### config.mk
export PLATFORM = sky130hd
export DESIGN_NAME = snake_dir_arbiter_flat
export DESIGN_NICKNAME = d
export VERILOG_FILES = /design/src/rtl/snake_dir_arbiter_pkg.sv /design/src/rtl/snake_dir_arbiter_if.sv /design/src/rtl/snake_btn_debounce.sv /design/src/rtl/snake_dir_arbiter.sv /design/src/flat_wrapper.sv
export SDC_FILE = /design/constraint.sdc
export NUM_CORES = 1
export LEC_CHECK = 0
export ABC_AREA = 1
export BUFFER_PORTS_ARGS = -buffer_cell sky130_fd_sc_hd__buf_2
export CORE_MARGIN = 5
export CORE_UTILIZATION = 40
export CTS_CLUSTER_SIZE = 16
export DETAILED_ROUTE_END_ITERATION = 8
export HOLD_SLACK_MARGIN = 0.02
export MAX_ROUTING_LAYER = met4
export SYNTH_ARGS = -nofsm -noshare
export SYNTH_HDL_FRONTEND = slang
export SYNTH_SLANG_ARGS = --single-unit
export TNS_END_PERCENT = 30
### constraint.sdc
create_clock -name Clk -period 5.85 [get_ports Clk]
set_input_delay 0.8775 -clock Clk [delete_from_list [all_inputs] [get_ports Clk]]
set_output_delay 0.8775 -clock Clk [all_outputs]
set_load 0.01 [all_outputs]
### src/rtl/snake_dir_arbiter_pkg.sv
// Shared types for the snake direction arbiter: direction encoding, opposite(), button bit order.
package snake_pkg;

  typedef enum logic [1:0] {
    DIR_UP    = 2'd0,
    DIR_DOWN  = 2'd1,
    DIR_LEFT  = 2'd2,
    DIR_RIGHT = 2'd3
  } dir_t;

  localparam int unsigned NUM_BTN = 4;

  // Bit positions inside the Pending vector {U,D,L,R}
  localparam int unsigned BTN_U = 3;
  localparam int unsigned BTN_D = 2;
  localparam int unsigned BTN_L = 1;
  localparam int unsigned BTN_R = 0;

  function automatic dir_t opposite(dir_t d);
    return dir_t'({d[1], ~d[0]});
  endfunction

  function automatic logic [1:0] btn_bit(dir_t d);
    return 2'(2'd3 - 2'(d));
  endfunction

endpackage

### src/rtl/snake_dir_arbiter_if.sv
// Button/tick/run inputs and direction-stream outputs of snake_dir_arbiter.
// Drop_Count exists only when SNAKE_DIR_DROP_CNT_EN is defined.
interface snake_dir_arbiter_if
  import snake_pkg::*;
#(
  parameter int unsigned Q_DEPTH = 2
);
  localparam int unsigned QCW = $clog2(Q_DEPTH) + 1;

  logic           BtnU;
  logic           BtnD;
  logic           BtnL;
  logic           BtnR;
  logic           Tick;
  logic           Run;
  dir_t           Dir;
  logic           Dir_Strobe;
  logic [QCW-1:0] Q_Count;
  logic [3:0]     Pending;
`ifdef SNAKE_DIR_DROP_CNT_EN
  logic [7:0]     Drop_Count;
`endif

  modport master (
    output BtnU, BtnD, BtnL, BtnR, Tick, Run,
    input  Dir, Dir_Strobe, Q_Count, Pending
`ifdef SNAKE_DIR_DROP_CNT_EN
    , Drop_Count
`endif
  );

  modport slave (
    input  BtnU, BtnD, BtnL, BtnR, Tick, Run,
    output Dir, Dir_Strobe, Q_Count, Pending
`ifdef SNAKE_DIR_DROP_CNT_EN
    , Drop_Count
`endif
  );

endinterface

### src/rtl/snake_btn_debounce.sv
// One push button: 2-flop synchronizer, stability counter, and a one-cycle pulse on a
// debounced 0->1 transition.
module snake_btn_debounce #(
  parameter int unsigned DEB_CYCLES = 1000000,
  parameter int unsigned DEB_W      = 20
) (
  input  logic Clk,
  input  logic Reset,
  input  logic btn_i,
  output logic press_o
);

  localparam logic [DEB_W-1:0] CNT_LAST = DEB_W'(DEB_CYCLES - 1);

  logic             sync1_q, sync2_q;
  logic             stable_q, stable_d;
  logic             press_q, press_d;
  logic [DEB_W-1:0] cnt_q, cnt_d;

  // Count consecutive samples that disagree with the stable level; flip when the run is long enough
  always_comb begin
    stable_d = stable_q;
    press_d  = 1'b0;
    cnt_d    = '0;
    if (sync2_q != stable_q) begin
      if (cnt_q == CNT_LAST) begin
        stable_d = sync2_q;
        press_d  = sync2_q;
      end else begin
        cnt_d = cnt_q + DEB_W'(1);
      end
    end
  end

  always_ff @(posedge Clk or posedge Reset) begin
    if (Reset) begin
      sync1_q  <= 1'b0;
      sync2_q  <= 1'b0;
      stable_q <= 1'b0;
      press_q  <= 1'b0;
      cnt_q    <= '0;
    end else begin
      sync1_q  <= btn_i;
      sync2_q  <= sync1_q;
      stable_q <= stable_d;
      press_q  <= press_d;
      cnt_q    <= cnt_d;
    end
  end

  assign press_o = press_q;

endmodule

### src/rtl/snake_dir_arbiter.sv
// Debounced, round-robin arbitrated, reversal-filtered direction FIFO for the snake core.
// Optional Drop_Count output enabled by defining SNAKE_DIR_DROP_CNT_EN.
module snake_dir_arbiter
  import snake_pkg::*;
#(
  parameter int unsigned DEB_CYCLES = 1000000,
  parameter int unsigned DEB_W      = 20,
  parameter int unsigned Q_DEPTH    = 2
) (
  input logic            Clk,
  input logic            Reset,
  snake_dir_arbiter_if.slave bus
);

  localparam int unsigned AW = $clog2(Q_DEPTH);
  localparam int unsigned CW = AW + 1;

  logic [NUM_BTN-1:0] btn_raw;
  logic [NUM_BTN-1:0] press;

  assign btn_raw = {bus.BtnU, bus.BtnD, bus.BtnL, bus.BtnR};

  for (genvar i = 0; i < NUM_BTN; i++) begin : g_deb
    snake_btn_debounce #(
      .DEB_CYCLES (DEB_CYCLES),
      .DEB_W      (DEB_W)
    ) u_deb (
      .Clk     (Clk),
      .Reset   (Reset),
      .btn_i   (btn_raw[i]),
      .press_o (press[i])
    );
  end

  dir_t               dir_q, dir_d;
  logic               strobe_q, strobe_d;
  logic [CW-1:0]      cnt_q, cnt_d;
  logic [NUM_BTN-1:0] pend_q, pend_d;
  dir_t               fifo_q [Q_DEPTH];
  dir_t               fifo_d [Q_DEPTH];
  logic [AW-1:0]      rd_q, rd_d, wr_q, wr_d;
  logic [1:0]         ptr_q, ptr_d;

  logic               found, full, grant, discard, push, pop;
  logic [1:0]         idx;
  dir_t               gdir, tail;
  logic [NUM_BTN-1:0] clr;

  // Round-robin search over pending directions starting at the pointer
  always_comb begin
    found = 1'b0;
    gdir  = DIR_UP;
    idx   = '0;
    for (int k = 0; k < NUM_BTN; k++) begin
      idx = ptr_q + 2'(k);
      if (!found && pend_q[btn_bit(dir_t'(idx))]) begin
        found = 1'b1;
        gdir  = dir_t'(idx);
      end
    end
  end

  always_comb begin
    full    = (cnt_q == CW'(Q_DEPTH));
    tail    = (cnt_q != '0) ? fifo_q[wr_q - AW'(1)] : dir_q;
    grant   = bus.Run && found && !full;
    discard = grant && ((gdir == tail) || (gdir == opposite(tail)));
    push    = grant && !discard;
    pop     = bus.Run && bus.Tick && (cnt_q != '0);
    clr     = grant ? (4'b0001 << btn_bit(gdir)) : 4'b0000;
  end

  // Next state for FIFO, pointer, pending flags and committed direction
  always_comb begin
    fifo_d   = fifo_q;
    wr_d     = wr_q;
    rd_d     = rd_q;
    cnt_d    = cnt_q;
    ptr_d    = ptr_q;
    pend_d   = '0;
    dir_d    = dir_q;
    strobe_d = pop;
    if (pop) begin
      dir_d = fifo_q[rd_q];
    end
    if (bus.Run) begin
      pend_d = (pend_q & ~clr) | (press & ~pend_q);
      if (grant) begin
        ptr_d = 2'(gdir) + 2'd1;
      end
      if (push) begin
        fifo_d[wr_q] = gdir;
        wr_d         = wr_q + AW'(1);
      end
      if (pop) begin
        rd_d = rd_q + AW'(1);
      end
      unique case ({push, pop})
        2'b10:   cnt_d = cnt_q + CW'(1);
        2'b01:   cnt_d = cnt_q - CW'(1);
        default: cnt_d = cnt_q;
      endcase
    end else begin
      wr_d  = '0;
      rd_d  = '0;
      cnt_d = '0;
    end
  end

  always_ff @(posedge Clk or posedge Reset) begin
    if (Reset) begin
      dir_q    <= DIR_RIGHT;
      strobe_q <= 1'b0;
      cnt_q    <= '0;
      pend_q   <= '0;
      rd_q     <= '0;
      wr_q     <= '0;
      ptr_q    <= '0;
      for (int i = 0; i < Q_DEPTH; i++) begin
        fifo_q[i] <= DIR_UP;
      end
    end else begin
      dir_q    <= dir_d;
      strobe_q <= strobe_d;
      cnt_q    <= cnt_d;
      pend_q   <= pend_d;
      rd_q     <= rd_d;
      wr_q     <= wr_d;
      ptr_q    <= ptr_d;
      fifo_q   <= fifo_d;
    end
  end

  assign bus.Dir        = dir_q;
  assign bus.Dir_Strobe = strobe_q;
  assign bus.Q_Count    = cnt_q;
  assign bus.Pending    = pend_q;

`ifdef SNAKE_DIR_DROP_CNT_EN
  logic       run_q;
  logic [7:0] drop_q, drop_d;
  logic [2:0] drop_inc;
  logic [8:0] drop_sum;

  // Filtered discards plus presses absorbed by an already-set flag, saturating
  always_comb begin
    drop_inc = 3'($countones(bus.Run ? (press & pend_q) : 4'b0000)) + 3'(discard);
    drop_sum = {1'b0, drop_q} + 9'(drop_inc);
    drop_d   = drop_q;
    if (bus.Run && !run_q) begin
      drop_d = '0;
    end else if (bus.Run) begin
      drop_d = (drop_sum > 9'd255) ? 8'hFF : drop_sum[7:0];
    end
  end

  always_ff @(posedge Clk or posedge Reset) begin
    if (Reset) begin
      run_q  <= 1'b0;
      drop_q <= '0;
    end else begin
      run_q  <= bus.Run;
      drop_q <= drop_d;
    end
  end

  assign bus.Drop_Count = drop_q;
`endif

endmodule

### src/flat_wrapper.sv
// flat-port wrapper written by rule: the top's interface ports become plain ports
module snake_dir_arbiter_flat import snake_pkg::*;
#(
  parameter int unsigned DEB_CYCLES = 1000000,
  parameter int unsigned DEB_W      = 20,
  parameter int unsigned Q_DEPTH    = 2
)
  (Clk, Reset, bus_BtnU, bus_BtnD, bus_BtnL, bus_BtnR, bus_Tick, bus_Run, bus_Dir, bus_Dir_Strobe, bus_Q_Count, bus_Pending);
  snake_dir_arbiter_if #(.Q_DEPTH(Q_DEPTH)) bus_i ();
  input logic Clk;
  input logic Reset;
  input wire logic [$bits(bus_i.BtnU)-1:0] bus_BtnU;
  input wire logic [$bits(bus_i.BtnD)-1:0] bus_BtnD;
  input wire logic [$bits(bus_i.BtnL)-1:0] bus_BtnL;
  input wire logic [$bits(bus_i.BtnR)-1:0] bus_BtnR;
  input wire logic [$bits(bus_i.Tick)-1:0] bus_Tick;
  input wire logic [$bits(bus_i.Run)-1:0] bus_Run;
  output wire logic [$bits(bus_i.Dir)-1:0] bus_Dir;
  output wire logic [$bits(bus_i.Dir_Strobe)-1:0] bus_Dir_Strobe;
  output wire logic [$bits(bus_i.Q_Count)-1:0] bus_Q_Count;
  output wire logic [$bits(bus_i.Pending)-1:0] bus_Pending;
  assign bus_i.BtnU = bus_BtnU;
  assign bus_i.BtnD = bus_BtnD;
  assign bus_i.BtnL = bus_BtnL;
  assign bus_i.BtnR = bus_BtnR;
  assign bus_i.Tick = bus_Tick;
  assign bus_i.Run = bus_Run;
  assign bus_Dir = bus_i.Dir;
  assign bus_Dir_Strobe = bus_i.Dir_Strobe;
  assign bus_Q_Count = bus_i.Q_Count;
  assign bus_Pending = bus_i.Pending;
  snake_dir_arbiter #(.DEB_CYCLES(DEB_CYCLES), .DEB_W(DEB_W), .Q_DEPTH(Q_DEPTH)) u_core (.Clk(Clk), .Reset(Reset), .bus(bus_i));
endmodule
==> impl_results.md <==
* Status: complete, no violations
* Hold WC Path Type: register to register
* Fin worst setup slack at approximately 3.7 ns
* Met3 WL post-DR at about 400 um
* Vias in the first global route at 4426
* Die ar. at ~17000 um2
* Crit end category: register
* Hpwl dp at a little under 8 mm
* Req. time, crit path at about 6.2 ns
* Critical R2R Launch: u_core.ptr_q[0]
* Clock Sinks at approximately 110
* Die height at roughly 130 um
* Post-route clock skew at around 0.007 ns
* EDFF count, synth at 0
* Resize count post-CTS at 0
* Routed WL at ~11 mm
* Synthesis-to-finish area growth at 15.58%
* Register-to-Register Path Depth at 13
* DRC viols at 0
* Max-cap violations at 0
* Hold_buf cts at 0
* GR Overflow Total at 0
* Reg2reg end: u_core.bus.Pending[2]
* CTS buffer count at 17
* Synth Register Bits at between 100 and 150
* Ranking of synthesized cells by area: dfrtp_1 49%, nand2_1 7.4%, inv_1 7.1%
* Max Used Layer: met4
* CTS H-tree lvls at 4
* Post-synthesis cell area at about 5700 um2
* R2r setup slk at roughly 3.7 ns
* Share of layout cells above drive strength 1 at 0.09544
* Crit path DAT at ~2.5 ns
* Total number of vias at between 4000 and 5000
* End point of the critical path: u_core.bus.Pending[2]
* Area of the core at approximately 14000 um2
* Global-route wire length before repair at ~19 mm
* Post-CTS Setup Bufs at 0
* Kind of critical path: register to register
* Vias per cell at just under 5
* Worst setup startpoint: u_core.ptr_q[0]
* IO Count at 17
* Routability congestion estimate at roughly 0.84
* Worst VDD drop at about 0.00019 V
* Nets at between 700 and 800
* Tightest Pin Transition at 0.8310 ns
* Number of routed nets with antenna violations at 0
* Final Cycle Share at 0.3721
* Die Wd at about 130 um
* Yosys warns at 0
* Synth Flop Type: dfrtp_1
* Clock Latency Late Sink at 0.41 ns
* Top-count cell post-synth: nand2_1
* Initial drt markers at approximately 260
* Startpoint types: register
* Met2 routed wirelength at slightly above 5 mm
* Total power at ~2.0 mW
* Most frequent cells after synthesis: 112 x nand2_1, 111 x dfrtp_1, 107 x inv_1, 77 x nor2_1, 43 x nor3_1
* Slew margin rel. at 0.4460
* Mean Syn Cell Area at 8.313 um2
* Post-route minimum period at about 2.2 ns
* Max Slew Vio Count at 0
* Initial core utilization at 0.4072
* Cell Rows at 43
* Initial antenna violation count at 0
* Synth top area share at 0.4914
* Post-Syn Nets at 696
* GRT Total Usage at 0.1480
* CTS max path bufs at 2
* Pin count of the biggest net entering global routing at between 60 and 70
* Post-synthesis sequential area ratio at 0.5007
* Setup violators final at 0
* Routed length per placed instance at between 10 and 15 um
* Clock Root Buffer: clkbuf_16
* Setup TNS at 0 ns
* Post-Syn Instances at 680
* TritonCTS clock tree: built
* Yosys top cell by area: dfrtp_1
* Max Fclk at 0.4594 GHz
* IO Port Bufs at 16
* Max Fanout on Critical Path at 11
* DR pass1 iterations at 5
* Wire length on met1 at around 5.2 mm
* Post-synth ARST share at 1.000
* Worst hold slack at between 0.3 and 0.4 ns
* Pwr dens at a little over 300 nW/um2
* Setup WS pre-CTS at about 3.6 ns
* RSZ-0062 raised after global routing: no
* P_leak at a little over 3 nW
* Diodes inserted at 0
* Clock-pin slew on the worst setup and hold paths at ~0.050 ns
* Yosys cell types at 38
* Fin. Hold Viols at 0
==> how the worst min path moves through the flow <==
| stage | from | end | slack, ns | cells after the start |
|---|---|---|---|---|
| 6_report | u_core.g_deb[0].u_deb.sync1_q | u_core.g_deb[0].u_deb.sync2_q | 0.35 | 0 |
| 5_1_grt | u_core.g_deb[2].u_deb.sync1_q | u_core.g_deb[2].u_deb.sync2_q | 0.37 | 0 |
| 4_1_cts | u_core.g_deb[0].u_deb.sync1_q | u_core.g_deb[0].u_deb.sync2_q | 0.36 | 0 |
| 3_5_place_dp | u_core.g_deb[0].u_deb.sync1_q | u_core.g_deb[0].u_deb.sync2_q | 0.35 | 0 |
| 3_3_place_gp | u_core.g_deb[2].u_deb.sync1_q | u_core.g_deb[2].u_deb.sync2_q | 0.34 | 0 |
| 2_1_floorplan | u_core.g_deb[0].u_deb.sync1_q | u_core.g_deb[0].u_deb.sync2_q | 0.33 | 0 |
==> cells by family (layout without fill, tap and decap cells) <==
family	count (synthesis)	in the layout	synth area share
DFF	113	113	0.5007
AOI/OAI and AO/OA	88	88	0.08654
adders and majority gates	8	8	0.01771
and+or+nand+nor	326	326	0.2685
xor gates and xnor gates	30	30	0.04648
buffers and inverters	115	158	0.08012
==> per-stage QoR <==
| step | cells | area [um2] | utilization |
|---|---|---|---|
| after CTS | 903 | 6534 | 0.4707 |
| final | 903 | 6534 | 0.4707 |
| after global routing | 903 | 6534 | 0.4707 |
| after floorplan | 680 | 5653 | - |
| after global placement | 871 | 5927 | 0.4270 |
| after detailed placement | 871 | 5927 | 0.4270 |
==> flip-flops by register name, summed over array words and instances, names as in the netlist, 2 cells and up <==
| register | flops |
|---|---|
| u_core.fifo_q | 4 |
| u_core.ptr_q | 2 |
| u_core.g_deb.u_deb.press_o | 4 |
| u_core.g_deb.u_deb.cnt_q | 80 |
| u_core.g_deb.u_deb.sync2_q | 4 |
| u_core.bus.Dir | 2 |
| u_core.bus.Pending | 4 |
| u_core.g_deb.u_deb.sync1_q | 4 |
| u_core.bus.Q_Count | 2 |
| u_core.g_deb.u_deb.stable_q | 4 |
==> area by class of cell <==
class	instances	area [um2]
clock buffer	22	474.2
tap	180	225.2
timing repair buffer	17	87.58
clock inverter	10	132.6
inverter	109	414.1
multi-input combinational	452	2370
fill	1346	7347
sequential	113	2830
==> placed cells by master (no fill, tap or decap), types with 3 or more instances in the layout <==
cell / count
a31oi_1: 4
inv_1: 106
clkbuf_16: 17
ha_1: 8
o211ai_1: 7
o21ai_0: 36
and3_1: 3
nor4_1: 9
nor3_1: 43
xor2_1: 23
nor2_1: 77
clkinv_2: 5
nor2_4: 3
nand3_1: 36
nor3b_1: 4
nand2_1: 112
nand4_1: 23
nand2_2: 7
xnor2_1: 7
bufinv_16: 3
a21oi_1: 32
clkbuf_8: 3
dfrtp_1: 111
buf_2: 16
o21a_1: 5
==> worst max-delay path, cell delays in order (launching register included) <==
cell      delay [ns]
dfrtp_1         0.53
inv_4           0.12
nand2_1         0.12
nand3_2         0.08
nand2_2         0.13
inv_1           0.05
nand3_1         0.08
inv_1           0.05
o31ai_2         0.40
inv_1           0.12
ha_1            0.22
nand3_1         0.08
o211ai_1        0.09
inv_1           0.06
==> power by group <==
group	switching [mW]	leakage, nW	internal [mW]	total, mW
Clock	0.337	0.304	0.700	1.04
Sequential	0.0176	1.52	0.811	0.828
Combinational	0.0747	1.19	0.0369	0.112
Total	0.429	3.02	1.55	1.98
==> layer usage <==
| layer | global-route usage | up-vias |
|---|---|---|
| met5 | - | - |
| met4 | 0.05065 | 0 |
| met3 | 0.04774 | 15 |
| met2 | 0.2296 | 74 |
| met1 | 0.1827 | 2091 |
| li1 | - | 2283 |
Power figures use the tool's default switching activity.
